[src/rtl/dmem_arbiter_if.sv]
// Bus bundle between the two requesters (CPU data port m0, DMA/loader m1),
// the data-memory arbiter and the single-port data memory.
interface dmem_arbiter_if #(
    parameter int unsigned ADDR_W = 32,
    parameter int unsigned DATA_W = 32
);
    logic              m0_req;
    logic              m0_we;
    logic [ADDR_W-1:0] m0_addr;
    logic [DATA_W-1:0] m0_wdata;
    logic              m0_ack;
    logic              m0_err;
    logic [DATA_W-1:0] m0_rdata;

    logic              m1_req;
    logic              m1_we;
    logic [ADDR_W-1:0] m1_addr;
    logic [DATA_W-1:0] m1_wdata;
    logic              m1_ack;
    logic              m1_err;
    logic [DATA_W-1:0] m1_rdata;

    logic              mem_cs;
    logic              mem_w;
    logic              mem_r;
    logic [ADDR_W-1:0] mem_addr;
    logic [DATA_W-1:0] mem_wdata;
    logic [DATA_W-1:0] mem_rdata;

    // Requester/memory side of the bundle
    modport master (
        output m0_req, m0_we, m0_addr, m0_wdata,
        input  m0_ack, m0_err, m0_rdata,
        output m1_req, m1_we, m1_addr, m1_wdata,
        input  m1_ack, m1_err, m1_rdata,
        input  mem_cs, mem_w, mem_r, mem_addr, mem_wdata,
        output mem_rdata
    );

    // Arbiter side of the bundle
    modport slave (
        input  m0_req, m0_we, m0_addr, m0_wdata,
        output m0_ack, m0_err, m0_rdata,
        input  m1_req, m1_we, m1_addr, m1_wdata,
        output m1_ack, m1_err, m1_rdata,
        output mem_cs, mem_w, mem_r, mem_addr, mem_wdata,
        input  mem_rdata
    );
endinterface

[src/rtl/dmem_arbiter.sv]
// Round-robin arbiter/sequencer sharing one single-port data memory between
// the CPU data port (m0) and the DMA/loader port (m1): arbitrate, access, respond.
module dmem_arbiter #(
    parameter int unsigned ADDR_W    = 32,
    parameter int unsigned DATA_W    = 32,
    parameter int unsigned MEM_WORDS = 2048
) (
    input  logic          clk,
    input  logic          reset,
    dmem_arbiter_if.slave bus
);
    localparam int unsigned WIDX_W = ADDR_W - 2;

    typedef enum logic [1:0] {
        S_IDLE = 2'd0,
        S_ACC  = 2'd1,
        S_RESP = 2'd2
    } state_e;

    state_e            state_q, state_d;
    logic              sel_q, sel_d;
    logic              last_q, last_d;
    logic              err_q, err_d;
    logic              ack0_q, ack0_d;
    logic              ack1_q, ack1_d;
    logic              err0_q, err0_d;
    logic              err1_q, err1_d;
    logic [DATA_W-1:0] rdata0_q, rdata0_d;
    logic [DATA_W-1:0] rdata1_q, rdata1_d;

    logic              win_c;
    logic              oor0_c;
    logic              oor1_c;
    logic              sel_we_c;
    logic [ADDR_W-1:0] sel_addr_c;
    logic [DATA_W-1:0] sel_wdata_c;
    logic [DATA_W-1:0] acc_rdata_c;
    logic              access_c;

    function automatic logic out_of_range(input logic [WIDX_W-1:0] widx);
        return widx >= WIDX_W'(MEM_WORDS);
    endfunction

    // Request decode: tie goes to the master that was not served last
    always_comb begin
        win_c  = (bus.m0_req && bus.m1_req) ? ~last_q : bus.m1_req;
        oor0_c = out_of_range(bus.m0_addr[ADDR_W-1:2]);
        oor1_c = out_of_range(bus.m1_addr[ADDR_W-1:2]);
    end

    // Granted master's request fields
    always_comb begin
        sel_we_c    = sel_q ? bus.m1_we    : bus.m0_we;
        sel_addr_c  = sel_q ? bus.m1_addr  : bus.m0_addr;
        sel_wdata_c = sel_q ? bus.m1_wdata : bus.m0_wdata;
        acc_rdata_c = (err_q || sel_we_c) ? '0 : bus.mem_rdata;
    end

    always_ff @(posedge clk) begin
        if (reset) begin
            state_q  <= S_IDLE;
            sel_q    <= 1'b0;
            last_q   <= 1'b1;
            err_q    <= 1'b0;
            ack0_q   <= 1'b0;
            ack1_q   <= 1'b0;
            err0_q   <= 1'b0;
            err1_q   <= 1'b0;
            rdata0_q <= '0;
            rdata1_q <= '0;
        end else begin
            state_q  <= state_d;
            sel_q    <= sel_d;
            last_q   <= last_d;
            err_q    <= err_d;
            ack0_q   <= ack0_d;
            ack1_q   <= ack1_d;
            err0_q   <= err0_d;
            err1_q   <= err1_d;
            rdata0_q <= rdata0_d;
            rdata1_q <= rdata1_d;
        end
    end

    // Next-state and registered response logic
    always_comb begin
        state_d  = state_q;
        sel_d    = sel_q;
        last_d   = last_q;
        err_d    = err_q;
        ack0_d   = 1'b0;
        ack1_d   = 1'b0;
        err0_d   = 1'b0;
        err1_d   = 1'b0;
        rdata0_d = rdata0_q;
        rdata1_d = rdata1_q;

        unique case (state_q)
            S_IDLE: begin
                if (bus.m0_req || bus.m1_req) begin
                    state_d = S_ACC;
                    sel_d   = win_c;
                    err_d   = win_c ? oor1_c : oor0_c;
                end
            end
            S_ACC: begin
                state_d = S_RESP;
                last_d  = sel_q;
                if (sel_q) begin
                    ack1_d   = 1'b1;
                    err1_d   = err_q;
                    rdata1_d = acc_rdata_c;
                end else begin
                    ack0_d   = 1'b1;
                    err0_d   = err_q;
                    rdata0_d = acc_rdata_c;
                end
            end
            S_RESP: begin
                // sel still holds req this cycle, so only the other master may be granted
                if (sel_q ? bus.m0_req : bus.m1_req) begin
                    state_d = S_ACC;
                    sel_d   = ~sel_q;
                    err_d   = sel_q ? oor0_c : oor1_c;
                end else begin
                    state_d = S_IDLE;
                end
            end
            default: begin
                state_d = S_IDLE;
            end
        endcase
    end

    // Memory strobes; gated by reset so an aborted access cannot commit
    always_comb begin
        access_c      = (state_q == S_ACC) && !err_q;
        bus.mem_cs    = access_c && !reset;
        bus.mem_w     = access_c && sel_we_c && !reset;
        bus.mem_r     = access_c && !sel_we_c && !reset;
        bus.mem_addr  = access_c ? sel_addr_c  : '0;
        bus.mem_wdata = access_c ? sel_wdata_c : '0;
    end

    assign bus.m0_ack   = ack0_q;
    assign bus.m0_err   = err0_q;
    assign bus.m0_rdata = rdata0_q;
    assign bus.m1_ack   = ack1_q;
    assign bus.m1_err   = err1_q;
    assign bus.m1_rdata = rdata1_q;

endmodule

[src/flat_wrapper.sv]
// flat-port wrapper written by rule: the top's interface ports become plain ports
module dmem_arbiter_flat 
#(
    parameter int unsigned ADDR_W    = 32,
    parameter int unsigned DATA_W    = 32,
    parameter int unsigned MEM_WORDS = 2048
)
  (clk, reset, bus_m0_req, bus_m0_we, bus_m0_addr, bus_m0_wdata, bus_m0_ack, bus_m0_err, bus_m0_rdata, bus_m1_req, bus_m1_we, bus_m1_addr, bus_m1_wdata, bus_m1_ack, bus_m1_err, bus_m1_rdata, bus_mem_cs, bus_mem_w, bus_mem_r, bus_mem_addr, bus_mem_wdata, bus_mem_rdata);
  dmem_arbiter_if #(.ADDR_W(ADDR_W), .DATA_W(DATA_W)) bus_i ();
  input  logic clk;
  input  logic reset;
  input wire logic [$bits(bus_i.m0_req)-1:0] bus_m0_req;
  input wire logic [$bits(bus_i.m0_we)-1:0] bus_m0_we;
  input wire logic [$bits(bus_i.m0_addr)-1:0] bus_m0_addr;
  input wire logic [$bits(bus_i.m0_wdata)-1:0] bus_m0_wdata;
  output wire logic [$bits(bus_i.m0_ack)-1:0] bus_m0_ack;
  output wire logic [$bits(bus_i.m0_err)-1:0] bus_m0_err;
  output wire logic [$bits(bus_i.m0_rdata)-1:0] bus_m0_rdata;
  input wire logic [$bits(bus_i.m1_req)-1:0] bus_m1_req;
  input wire logic [$bits(bus_i.m1_we)-1:0] bus_m1_we;
  input wire logic [$bits(bus_i.m1_addr)-1:0] bus_m1_addr;
  input wire logic [$bits(bus_i.m1_wdata)-1:0] bus_m1_wdata;
  output wire logic [$bits(bus_i.m1_ack)-1:0] bus_m1_ack;
  output wire logic [$bits(bus_i.m1_err)-1:0] bus_m1_err;
  output wire logic [$bits(bus_i.m1_rdata)-1:0] bus_m1_rdata;
  output wire logic [$bits(bus_i.mem_cs)-1:0] bus_mem_cs;
  output wire logic [$bits(bus_i.mem_w)-1:0] bus_mem_w;
  output wire logic [$bits(bus_i.mem_r)-1:0] bus_mem_r;
  output wire logic [$bits(bus_i.mem_addr)-1:0] bus_mem_addr;
  output wire logic [$bits(bus_i.mem_wdata)-1:0] bus_mem_wdata;
  input wire logic [$bits(bus_i.mem_rdata)-1:0] bus_mem_rdata;
  assign bus_i.m0_req = bus_m0_req;
  assign bus_i.m0_we = bus_m0_we;
  assign bus_i.m0_addr = bus_m0_addr;
  assign bus_i.m0_wdata = bus_m0_wdata;
  assign bus_m0_ack = bus_i.m0_ack;
  assign bus_m0_err = bus_i.m0_err;
  assign bus_m0_rdata = bus_i.m0_rdata;
  assign bus_i.m1_req = bus_m1_req;
  assign bus_i.m1_we = bus_m1_we;
  assign bus_i.m1_addr = bus_m1_addr;
  assign bus_i.m1_wdata = bus_m1_wdata;
  assign bus_m1_ack = bus_i.m1_ack;
  assign bus_m1_err = bus_i.m1_err;
  assign bus_m1_rdata = bus_i.m1_rdata;
  assign bus_mem_cs = bus_i.mem_cs;
  assign bus_mem_w = bus_i.mem_w;
  assign bus_mem_r = bus_i.mem_r;
  assign bus_mem_addr = bus_i.mem_addr;
  assign bus_mem_wdata = bus_i.mem_wdata;
  assign bus_i.mem_rdata = bus_mem_rdata;
  dmem_arbiter #(.ADDR_W(ADDR_W), .DATA_W(DATA_W), .MEM_WORDS(MEM_WORDS)) u_core (.clk(clk), .reset(reset), .bus(bus_i));
endmodule
[config.mk]
export PLATFORM = sky130hd
export DESIGN_NAME = dmem_arbiter_flat
export DESIGN_NICKNAME = d
export VERILOG_FILES = /design/src/rtl/dmem_arbiter_if.sv /design/src/rtl/dmem_arbiter.sv /design/src/flat_wrapper.sv
export SDC_FILE = /design/constraint.sdc
export NUM_CORES = 1
export LEC_CHECK = 0
export ABC_CLOCK_PERIOD_IN_PS = 2200
export CAP_MARGIN = 15
export CORE_AREA = 2 2 117 119
export CTS_BUF_LIST = sky130_fd_sc_hd__clkbuf_2 sky130_fd_sc_hd__clkbuf_4 sky130_fd_sc_hd__clkbuf_8
export CTS_CLUSTER_DIAMETER = 50
export CTS_CLUSTER_SIZE = 10
export DETAILED_ROUTE_END_ITERATION = 7
export DIE_AREA = 0 0 119 121
export PLACE_DENSITY = 0.71
export SETUP_SLACK_MARGIN = 0.02
export SLEW_MARGIN = 20
export SYNTH_ARGS = -nofsm -noshare
export SYNTH_HDL_FRONTEND = slang
export SYNTH_SLANG_ARGS = --single-unit
export TNS_END_PERCENT = 20
[constraint.sdc]
create_clock -name clk -period 2.2 [get_ports clk]
set_clock_uncertainty 0.2 [all_clocks]
set_input_delay 0.44 -clock clk [delete_from_list [all_inputs] [get_ports clk]]
set_output_delay 0.44 -clock clk [all_outputs]
set_load 0.005 [all_outputs]
Word-level counts from Yosys, hierarchy flattened. Cells that the tools add are included. Widths: inputs -> output; s select.

Output and inout bits: 135. Bits of input ports: 166. Flip-flop bits (word level): 73. Logic and storage cells: 60.

Reductions and logical operators: 20. Multiplexer cells: 21. $lt $le $gt $ge: 2. Equality and inequality tests: 4. Bitwise gates (word level): 3.

Operators with widths (count): $mux 32 (5); $ge 30x12->1 const B (2); $mux 1 (12); $logic_and 1x1->1 (7); $pmux 2 s3 (1); $reduce_or 3->1 (2); $ne 2x1->1 const B (2); $pmux 1 s2 (2); $reduce_and 2->1 (2); $logic_not 1->1 (3); $not 1->1 (3); $reduce_and 3->1 (1); $eq 2x1->1 const B (1); $eq 2x2->1 const B (1); $logic_not 2->1 (1); $logic_or 1x1->1 (2); $mux 2 (1); $reduce_bool 2->1 (1); $reduce_or 2->1 (1).

Logic depth before layout (Yosys ltp).
Word-level depth: 5. Gate-level depth with buffers: 7. Mapped depth without buffers: 4.

Worst setup path before layout. OpenSTA, ideal clock, no wires.

Path kind: reg-to-output. Start: register u_core.state_q[1]. End: output port bus_mem_addr[0]. Path buffers: 2. Arrival: 1.252 ns. Required time: 1.560 ns. Slack: 0.308 ns. Cell stages (with the launch flop): 6. Cells stage by stage: dfxtp_1 nand2b_1 or2_1 buf_2 buf_1 nor2_1.

Cells in the longest elaborated chain, start to end: 3.

Ends and longest elaborated chain: start, declared (RTL line dmem_arbiter.sv:20) `state_e state_q, state_d;`; start signal, assigned (RTL line dmem_arbiter.sv:72) `state_q <= state_d;`; $eq 2x1->1 (RTL line dmem_arbiter.sv:137) `access_c = (state_q == S_ACC) && !err_q;`; $logic_and 1x1->1 (RTL line dmem_arbiter.sv:137); $mux 32 (RTL line dmem_arbiter.sv:141) `bus.mem_addr = access_c ? sel_addr_c : '0;`; end, declared (RTL line flat_wrapper.sv:29) `output wire logic [$bits(bus_i.mem_addr)-1:0] bus_mem_addr;`.

No other way between the ends.

Worst setup path after layout.
Start: register u_core.state_q[1]. End: output port bus_mem_addr[4].

The elaborated chain is that of the path after synthesis.

==> run metrics <==
Mapped Area=3670 µm²; R2R Path Start=u_core.state_q[0]; Antenna Nets Post-Route=0; Die Y=121 µm; dominant cells by area after synthesis=dfxtp_1, mux2i_1, a22oi_2, a22o_1, nor2_1; Finished Layout Cells=868; Worst-Skew Late Latency=340 ps; Placer Congestion=0.888; Setup-failing EPs final=27; clk root buf=clkbuf_8; Critical Path End Type=output pin; Hold Path Depth=3; top cells by count, synth=dfxtp_1, nor2_1, mux2i_1, a22o_1; via count=4156; Place WS=-336 ps; synthesis-stage register bit count=73; Synth top area share=0.398; Tcrit/Tclk final=1.04; 1st-pass router iterations=4; Tot Pwr=3.51 mW; largest net degree at the start of global routing=38; Arr. time, crit path=1660 ps; Area Overhead vs Synth=102%; Final Net Count=854; power per standard cell area=474 nW/µm²; wire per inst=18.0 µm; Post-synth ARST share=0; outcome=finished with violations; CTS Buf Count=9; worst vdd ir=0.212 mV; Startpoint Class=flop; Lkg Pwr=2.79 nW; Worst Hold End=u_core.last_q; CP max-delay cell=dfxtp_2; number of global-route vias before repair=4249; Syn Nets=541; H-Tree Depth=3; top-count cell post-synth=dfxtp_1; GRT Total Usage=0.206; Reg2Reg Depth=5; top_reg_cell synth=dfxtp_1; critical path class=flop to output pin; Yosys warning total=0; clk slew on worst S/H paths=70 ps; crit-path cells=nand2b_4, or2_4, buf_16, nor2_2, clkdlybuf4s15_2; HP Start=reset; number of diodes=0; share of cells above drive strength 1=0.350; Initial Util=0.280; placed wire-length estimate=11800 µm; vias per inst=4.79; starting DRC count in detailed routing=185; die width=119 µm; CTS tree=built; FP Rows=42; register area share after synthesis=0.398; setup TNS=-1790 ps; grt ovf=0; largest area contributor in the netlist=dfxtp_1; initial antenna violation count=0; DRC Markers=0; Post-synth EDFFs=0; placed cell count=839; Worst slew margin=0.615; Cells after Synth=375; port bufs=300; failing checks=setup timing; Tmin final=2300 ps; Worst path max stage delay=330 ps; Hold Fails Final Rpt=0; core area=13100 µm²; slack of the worst reg-to-reg path=190 ps; reg2reg end=u_core.bus.m0_rdata[3]; synth unique cells=30; hold crit path type=input port to flop; final setup margin=-96.0 ps; clock buffer depth=2; Max-Cap Viols=0; Crit Path Max Fanout=12; Avg Cell Area, Syn=9.79 µm²; fmax=0.436 GHz; die area=14400 µm²; drt total wl=15600 µm; Worst-Margin Slew=578 ps; first-pass GRT wire length=23100 µm; Crit path required time=1560 ps; Final Max Tran Viols=0; TritonCTS Sinks=73; io pins=301; unrepaired setup endpoints after global routing=true
cell usage in the layout (no fill, tap or decap), types with 2 or more instances in the layout:
cell / instances
buf_8: 2
buf_6: 14
clkbuf_8: 9
nor3_1: 2
buf_4: 15
a22oi_1: 2
a22oi_2: 30
clkdlybuf4s50_1: 232
inv_1: 2
nor2_4: 24
nand3_1: 2
mux2i_2: 5
buf_16: 4
a22o_1: 32
nor4_1: 8
nand2b_1: 3
buf_12: 7
mux2i_1: 62
nor2_2: 56
dfxtp_1: 71
nand2_1: 3
nor2_1: 22
nor3_4: 2
buf_2: 58
clkinv_2: 3
clkbuf_4: 2
and2_1: 3
critical path, delay by kind of cell, from the launching register on:
family | cells | cell delay, ps
and+or+nand+nor | 3 | 570
buffers and inverters | 2 | 400
DFF | 1 | 330
report_power, final:
| group | total [mW] | internal, mW | switching (mW) |
|---|---|---|---|
| clock network | 1.00 | 0.537 | 0.462 |
| logic | 1.13 | 0.643 | 0.487 |
| registers | 1.38 | 1.36 | 0.0267 |
| total | 3.51 | 2.54 | 0.976 |
sequential cells by signal (all words and copies together) (netlist names):
name and flops:
u_core.last_q 1, u_core.bus.m1_err 1, u_core.bus.m1_rdata 32, u_core.bus.m0_err 1
u_core.bus.m1_ack 1, u_core.bus.m0_rdata 32, u_core.bus.m0_ack 1, u_core.state_q 2
u_core.err_q 1, u_core.sel_q 1
per-stage QoR:
step | hold WS [ps] | cell area (µm²) | utilization
after floorplan | 223 | 3670 | -
after global routing | 260 | 7400 | 0.566
final | 249 | 7400 | 0.566
after CTS | 236 | 7200 | 0.550
after global placement | 237 | 6960 | 0.532
after detailed placement | 238 | 6960 | 0.532
final cells by class:
type,count,area [µm²]
multi-input combinational,268,2330
inverter,2,7.51
timing repair buffer,334,3200
fill,1134,5680
sequential,73,1470
clock inverter,4,45.0
tap,176,220
clock buffer,11,139
worst max path at each step:
stage / from / to / slack, ps / cells past startpoint
6_report: u_core.state_q[1] / bus_mem_addr[4] / -100 / 5
5_1_grt: u_core.state_q[1] / bus_mem_addr[21] / -150 / 6
4_1_cts: u_core.state_q[1] / bus_mem_wdata[4] / -120 / 6
3_5_place_dp: bus_m1_we / bus_mem_r / -340 / 4
3_3_place_gp: bus_m1_we / bus_mem_r / -350 / 4
2_1_floorplan: u_core.state_q[1] / bus_mem_addr[0] / 310 / 5
cell families (layout without fill, tap and decap cells):
logic type | after synthesis | count (layout) | synth area share
and+or+nand+nor | 132 | 132 | 0.177
muxes | 67 | 67 | 0.183
DFF | 73 | 73 | 0.398
buffers and inverters | 34 | 351 | 0.0474
AOI/OAI and AO/OA | 69 | 69 | 0.194
routing by layer:
metal  share of wire  wire, µm  vias to the layer above  GRT usage
met4           0.022       338                        0     0.0670
met2            0.52      8060                      196      0.369
met5               0         0                        -          0
met1            0.38      5950                     1973      0.231
met3           0.081      1260                       21     0.0658
li1                -         -                     1966          -
repair_timing:
action                     CTS  global route
pin swaps                   23            20
setup endpoints to repair   67            67
resized for setup          313            62
gates cloned                 4             1
hold buffers                 0             0
buffers inserted             5             4
Power figures use the tool's default switching activity.
